==> config.mk <==
export PLATFORM = sky130hd
export DESIGN_NAME = order_matcher
export DESIGN_NICKNAME = d
export VERILOG_FILES = /design/src/rtl/order_matcher.sv
export SDC_FILE = /design/constraint.sdc
export NUM_CORES = 1
export LEC_CHECK = 0
export BUFFER_PORTS_ARGS = -buffer_cell sky130_fd_sc_hd__buf_4
export CORE_MARGIN = 5
export CORE_UTILIZATION = 60
export CTS_BUF_LIST = sky130_fd_sc_hd__clkbuf_8
export DETAILED_ROUTE_END_ITERATION = 6
export PLACE_DENSITY = 0.82
export SLEW_MARGIN = 5
export SYNTH_ARGS = -nofsm -noshare
export SYNTH_HDL_FRONTEND = slang
export SYNTH_SLANG_ARGS = --single-unit
==> constraint.sdc <==
create_clock -name slow_clk -period 6.5 [get_ports slow_clk]
set_input_delay 1.3 -clock slow_clk [delete_from_list [all_inputs] [get_ports slow_clk]]
set_output_delay 1.3 -clock slow_clk [all_outputs]
set_load 0.005 [all_outputs]
==> src/rtl/order_matcher.sv <==
// rtl/order_matcher.sv - price-crossing order matcher with per-side resting book
module order_matcher #(
  parameter int DEPTH = 4,
  parameter int PW    = 8,
  parameter int QW    = 8
) (
  input  logic                         slow_clk,
  input  logic                         reset,
  input  logic                         halt,
  input  logic                         order_valid,
  input  logic                         order_side,
  input  logic [PW-1:0]                order_price,
  input  logic [QW-1:0]                order_qty,
  output logic                         order_ready,
  output logic                         match_signal,
  output logic [PW-1:0]                match_price,
  output logic [QW-1:0]                match_qty,
  output logic                         reject,
  output logic [$clog2(DEPTH+1)-1:0]   bid_count,
  output logic [$clog2(DEPTH+1)-1:0]   ask_count
);

  localparam int CW = $clog2(DEPTH + 1);
  localparam int IW = (DEPTH > 1) ? $clog2(DEPTH) : 1;
  localparam logic [IW-1:0] LAST_IDX = IW'(DEPTH - 1);

  typedef enum logic [1:0] {
    IDLE   = 2'd0,
    SCAN   = 2'd1,
    DECIDE = 2'd2
  } state_t;

  state_t state;
  state_t state_nxt;

  // resting book, one array set per side
  logic [DEPTH-1:0] bid_valid;
  logic [DEPTH-1:0] ask_valid;
  logic [DEPTH-1:0] bid_valid_nxt;
  logic [DEPTH-1:0] ask_valid_nxt;
  logic [PW-1:0]    bid_price [DEPTH];
  logic [QW-1:0]    bid_qty   [DEPTH];
  logic [PW-1:0]    ask_price [DEPTH];
  logic [QW-1:0]    ask_qty   [DEPTH];

  // in-flight order and best-candidate tracking
  logic             work_side;
  logic [PW-1:0]    work_price;
  logic [QW-1:0]    work_qty;
  logic             best_found;
  logic [IW-1:0]    best_idx;
  logic [PW-1:0]    best_price;
  logic [IW-1:0]    scan_idx;

  logic             accept;
  logic             opp_valid;
  logic [PW-1:0]    opp_price;
  logic             crosses;
  logic             better;
  logic             take;
  logic [QW-1:0]    best_qty;
  logic [QW-1:0]    fill_qty;
  logic [DEPTH-1:0] own_valid;
  logic             free_found;
  logic [IW-1:0]    free_idx;
  logic             decide_live;
  logic             do_fill;
  logic             do_rest;
  logic             do_reject;

  function automatic logic [CW-1:0] popcount(input logic [DEPTH-1:0] v);
    logic [CW-1:0] n;
    n = '0;
    for (int i = 0; i < DEPTH; i++) begin
      n = n + CW'(v[i]);
    end
    return n;
  endfunction

  assign order_ready = (state == IDLE) && !halt;
  assign accept      = order_valid && order_ready;

  // examine the opposite-side slot under the scan pointer; a buy hits asks, a sell hits bids
  always_comb begin
    opp_valid = work_side ? bid_valid[scan_idx] : ask_valid[scan_idx];
    opp_price = work_side ? bid_price[scan_idx] : ask_price[scan_idx];
    if (work_side) begin
      crosses = opp_valid && (opp_price >= work_price);
      better  = !best_found || (opp_price > best_price);
    end else begin
      crosses = opp_valid && (opp_price <= work_price);
      better  = !best_found || (opp_price < best_price);
    end
    take = (state == SCAN) && crosses && better;
  end

  // resolve the decide outcome: fill against the best slot, rest in the lowest free slot, or reject
  always_comb begin
    best_qty   = work_side ? bid_qty[best_idx] : ask_qty[best_idx];
    fill_qty   = (work_qty < best_qty) ? work_qty : best_qty;
    own_valid  = work_side ? ask_valid : bid_valid;
    free_found = 1'b0;
    free_idx   = '0;
    for (int i = DEPTH - 1; i >= 0; i--) begin
      if (!own_valid[i]) begin
        free_found = 1'b1;
        free_idx   = IW'(i);
      end
    end
    decide_live = (state == DECIDE) && (work_qty != '0);
    do_fill     = decide_live && best_found;
    do_rest     = decide_live && !best_found && free_found;
    do_reject   = decide_live && !best_found && !free_found;
  end

  // next valid bits, so the registered counts move on the same edge as the slots
  always_comb begin
    bid_valid_nxt = bid_valid;
    ask_valid_nxt = ask_valid;
    if (do_fill && (fill_qty == best_qty)) begin
      if (work_side) bid_valid_nxt[best_idx] = 1'b0;
      else           ask_valid_nxt[best_idx] = 1'b0;
    end
    if (do_rest) begin
      if (work_side) ask_valid_nxt[free_idx] = 1'b1;
      else           bid_valid_nxt[free_idx] = 1'b1;
    end
  end

  // state register
  always_ff @(posedge slow_clk or posedge reset) begin
    if (reset) state <= IDLE;
    else       state <= state_nxt;
  end

  // next-state: scan every slot, decide once, rescan while a filled order still has quantity
  always_comb begin
    state_nxt = state;
    case (state)
      IDLE:   if (accept) state_nxt = SCAN;
      SCAN:   if (scan_idx == LAST_IDX) state_nxt = DECIDE;
      DECIDE: begin
        if (do_fill && (work_qty != fill_qty)) state_nxt = SCAN;
        else                                   state_nxt = IDLE;
      end
      default: state_nxt = IDLE;
    endcase
  end

  // working order, scan pointer and best-candidate registers
  always_ff @(posedge slow_clk or posedge reset) begin
    if (reset) begin
      work_side  <= 1'b0;
      work_price <= '0;
      work_qty   <= '0;
      best_found <= 1'b0;
      best_idx   <= '0;
      best_price <= '0;
      scan_idx   <= '0;
    end else begin
      case (state)
        IDLE: begin
          if (accept) begin
            work_side  <= order_side;
            work_price <= order_price;
            work_qty   <= order_qty;
            best_found <= 1'b0;
            best_idx   <= '0;
            best_price <= '0;
            scan_idx   <= '0;
          end
        end
        SCAN: begin
          if (take) begin
            best_found <= 1'b1;
            best_idx   <= scan_idx;
            best_price <= opp_price;
          end
          scan_idx <= (scan_idx == LAST_IDX) ? '0 : scan_idx + 1'b1;
        end
        DECIDE: begin
          if (do_fill) begin
            work_qty   <= work_qty - fill_qty;
            best_found <= 1'b0;
            best_idx   <= '0;
            best_price <= '0;
            scan_idx   <= '0;
          end
        end
        default: ;
      endcase
    end
  end

  // book valid bits, occupancy counts and the registered fill/reject outputs
  always_ff @(posedge slow_clk or posedge reset) begin
    if (reset) begin
      bid_valid    <= '0;
      ask_valid    <= '0;
      bid_count    <= '0;
      ask_count    <= '0;
      match_signal <= 1'b0;
      match_price  <= '0;
      match_qty    <= '0;
      reject       <= 1'b0;
    end else begin
      bid_valid    <= bid_valid_nxt;
      ask_valid    <= ask_valid_nxt;
      bid_count    <= popcount(bid_valid_nxt);
      ask_count    <= popcount(ask_valid_nxt);
      match_signal <= do_fill;
      reject       <= do_reject;
      if (do_fill) begin
        match_price <= best_price;
        match_qty   <= fill_qty;
      end
    end
  end

  // slot payload; only meaningful while the matching valid bit is set, so it carries no reset
  always_ff @(posedge slow_clk) begin
    if (do_fill) begin
      if (work_side) bid_qty[best_idx] <= best_qty - fill_qty;
      else           ask_qty[best_idx] <= best_qty - fill_qty;
    end
    if (do_rest) begin
      if (work_side) begin
        ask_price[free_idx] <= work_price;
        ask_qty[free_idx]   <= work_qty;
      end else begin
        bid_price[free_idx] <= work_price;
        bid_qty[free_idx]   <= work_qty;
      end
    end
  end

endmodule

==> reports/qor.yml <==
finish:
  n_fill_cell: 1048
  seqCellArea_um2: 5450
  multi_input_comb_area_um2: 3630
  layout-drive-gt1-share_pct: 19.0
  nNetsFinal: 839
  syn2layout_area_growth_pct: 10.8
  n_antenna_cell: 0
clock_network:
  cts_sinks: 192
  ctsHoldBuffers: 0
  cts_htree_levels: 4
  post_cts_buffers: 0
  clock_insertion_delay_worst_skew_ns: 0.47
  cts_resized: 0
  cts_tree: "built"
  ctsRootBufferMaster: "clkbuf_8"
  cts_buffers: 17
  path_clk_slew_ns: 0.09
  clock_path_buffers: 2
place:
  place.gp.congestion: 0.899
  port-buffer-count: 45
  dp_hpwl_mm: 15.0
global_routing:
  overflow: 0
  grt_pass1_vias: 6215
  grt_first_pass_wirelength_mm: 34.2
  grt_util_all_layers_pct: 24.7
  antenna_found_initial: 0
  grt_max_degree: 65
critical_path:
  critPathRequiredTime_ns: 6.85
  r2r_cells: 17
  path_class: "reg2reg"
  path_max_fanout: 23
  start_kind: "flip-flop"
  r2r-start: "best_idx[1]$_DFFE_PP0P_"
  r2r_end: "ask_count[1]$_DFF_PP0_"
  regToRegSetupSlack_ns: 0.69
  critPathArrivalTime_ns: 6.16
  cp-end-kind: "flip-flop"
detailed_routing:
  post_drt_wl_per_cell_um: 22.0
  ant_nets: 0
  vias: 6378
  drt_first_pass_iters: 6
  drcViolationCount: 0
  vias_per_cell: 6.55
  drt_iter0_drc: 794
  wl_mm: 21.4
synthesis:
  synth.avg_cell_area_um2: 12.8
  synth_edf_count: 128
  synthesis.area_um2: 9320
  synth_flop_cell: "edfxtp_1"
  async_flop_share_pct: 33.3
  yosysWarningCount: 0
  ys_types: 60
  synth-seq-cells: 192
  netlist_instances: 729
  ys_seq_area_share_pct: 58.4
  synth_nets: 796
min_path:
  min_path_cells: 2
  min_from: "match_price[0]$_DFFE_PP0P_"
  min_to: "match_price[0]$_DFFE_PP0P_"
  hold_class: "reg2reg"
die:
  start_util_pct: 61.3
  die-area_um2: 18100
  rows: 45
  die_x_um: 135
  ios: 46
  die_h_um: 135
  core_area_um2: 15200
timing:
  rsz0062_at_grt: "no"
  fin_crit_sh_pct: 89.3
  maxSlewViolCount: 0
  worst_pin_slew_ns: 1.20
  setup_tns_ns: 0
  fin_skew_ns: 0.0144
  post-route-min-period_ns: 5.81
  hold_viol: 0
  fmax_mhz: 172
  finalSetupViolCount: 0
  relSlewSlack_pct: 19.9
outcome:
  outcome: "finished clean"
run:
  cap_violations: 0
how the worst max path moves through the flow:
| stage | end | start |
|---|---|---|
| after CTS | ask_count[1]$_DFF_PP0_ | best_idx[0]$_DFFE_PP0P_ |
| after detailed placement | ask_count[1]$_DFF_PP0_ | best_idx[0]$_DFFE_PP0P_ |
| after global placement | ask_count[1]$_DFF_PP0_ | best_idx[0]$_DFFE_PP0P_ |
| final | ask_count[1]$_DFF_PP0_ | best_idx[1]$_DFFE_PP0P_ |
| after global routing | bid_count[1]$_DFF_PP0_ | best_idx[1]$_DFFE_PP0P_ |
| after floorplan | ask_count[1]$_DFF_PP0_ | best_idx[0]$_DFFE_PP0P_ |
routing by layer:
| metal | part of all wire, % | track usage [%] | up-vias |
|---|---|---|---|
| li1 | - | - | 2847 |
| met1 | 42 | 35.3 | 3207 |
| met2 | 48 | 39.2 | 291 |
| met3 | 7.7 | 5.29 | 33 |
| met4 | 1.6 | 6.22 | 0 |
| met5 | 0 | 0 | - |
sequential cells by signal, indices dropped and copies added, names as in the netlist, 2 cells and up:
name         count
ask_count        3
ask_price       32
ask_qty         32
ask_valid        4
best_idx         2
best_price       8
bid_count        3
bid_price       32
bid_qty         32
bid_valid        4
match_price      8
match_qty        8
scan_idx         2
state            2
work_price       8
work_qty         8
cell usage in the layout (no fill, tap or decap), types with 4 or more instances in the layout:
cell / instances
nand2_1: 100
inv_1: 38
mux4_2: 32
o21a_1: 5
o311ai_0: 7
clkbuf_8: 18
and3_1: 4
nand4_1: 5
a221oi_1: 6
buf_4: 57
o22ai_1: 4
a22o_1: 12
o21ai_0: 39
nand3_1: 10
nor4_1: 4
a311oi_1: 4
o211ai_1: 6
and2_1: 5
edfxtp_1: 128
or3_1: 4
a21oi_1: 27
dfrtp_1: 64
nor3_1: 21
mux2_2: 16
nor2_1: 34
fa_1: 4
xnor2_1: 8
nand2b_1: 5
ha_1: 42
a21o_1: 8
synthesized netlist by cell type, types with 4 or more instances:
master / count / share of area, %
o311ai_0: 7 / 0.66
nand2b_1: 5 / 0.34
o21a_1: 5 / 0.40
fa_1: 4 / 0.86
a22o_1: 12 / 1.1
xnor2_1: 8 / 0.75
buf_2: 4 / 0.21
ha_1: 42 / 5.6
and3_1: 4 / 0.27
o211ai_1: 6 / 0.48
nand2_1: 100 / 4.0
a311oi_1: 4 / 0.38
a21o_1: 8 / 0.64
or3_1: 4 / 0.27
nor4_1: 5 / 0.34
nand3_1: 10 / 0.54
mux2_2: 16 / 1.9
a21oi_1: 27 / 1.4
nor2_1: 34 / 1.4
dfrtp_1: 64 / 17
buf_1: 5 / 0.20
o22ai_1: 4 / 0.27
nor3_1: 24 / 1.3
clkbuf_1: 25 / 1.0
a221oi_1: 6 / 0.56
nand4_1: 5 / 0.34
and2_1: 5 / 0.34
inv_1: 38 / 1.5
o21ai_0: 39 / 2.1
edfxtp_1: 128 / 41
mux4_2: 32 / 7.7
cells by family (layout without fill, tap and decap cells):
group	after synthesis	after routing	share of synthesized area, %
fa+ha+maj	46	46	6.49
compound gates	152	152	11.4
simple gates	205	205	9.77
mux	51	51	9.98
xor+xnor	11	11	1.03
buf+inv	72	128	2.95
flops	192	192	58.4
through the flow:
stage          util [%]  instances  cell area, um2  setup slack, ns  hold WS, ns
3_5_place_dp       65.1        941            9900            0.733        0.469
5_1_grt            68.0        973           10300            0.356        0.530
4_1_cts            68.0        973           10300            0.725        0.490
3_3_place_gp       65.1        941            9900             1.01        0.463
2_1_floorplan         -        729            9320             1.14        0.466
6_report           68.0        973           10300            0.692        0.492
worst max-delay path, stage by stage (launching register included):
cell	delay, ns
dfrtp_1	0.93
nand2_1	0.31
o32ai_1	0.31
a311o_1	0.42
ha_1	0.34
nand2_1	0.12
nor2_1	0.08
buf_4	0.17
a21o_4	0.27
o21ai_0	0.56
ha_1	0.26
nand4_1	0.11
nor2_1	0.18
o2111ai_1	0.29
o32a_1	0.43
fa_1	0.44
ha_1	0.20
ha_1	0.26
cell type report:
type	instances	share of cell area [%]
sequential	192	52.7
multi-input combinational	465	35.1
timing repair buffer	58	4.34
clock buffer	18	2.40
tap	188	2.28
clock inverter	14	1.76
inverter	38	1.38
Power is left out: the tool's default activity adds up to more than one toggle a clock period on the data nets, which glitch-free logic cannot reach.
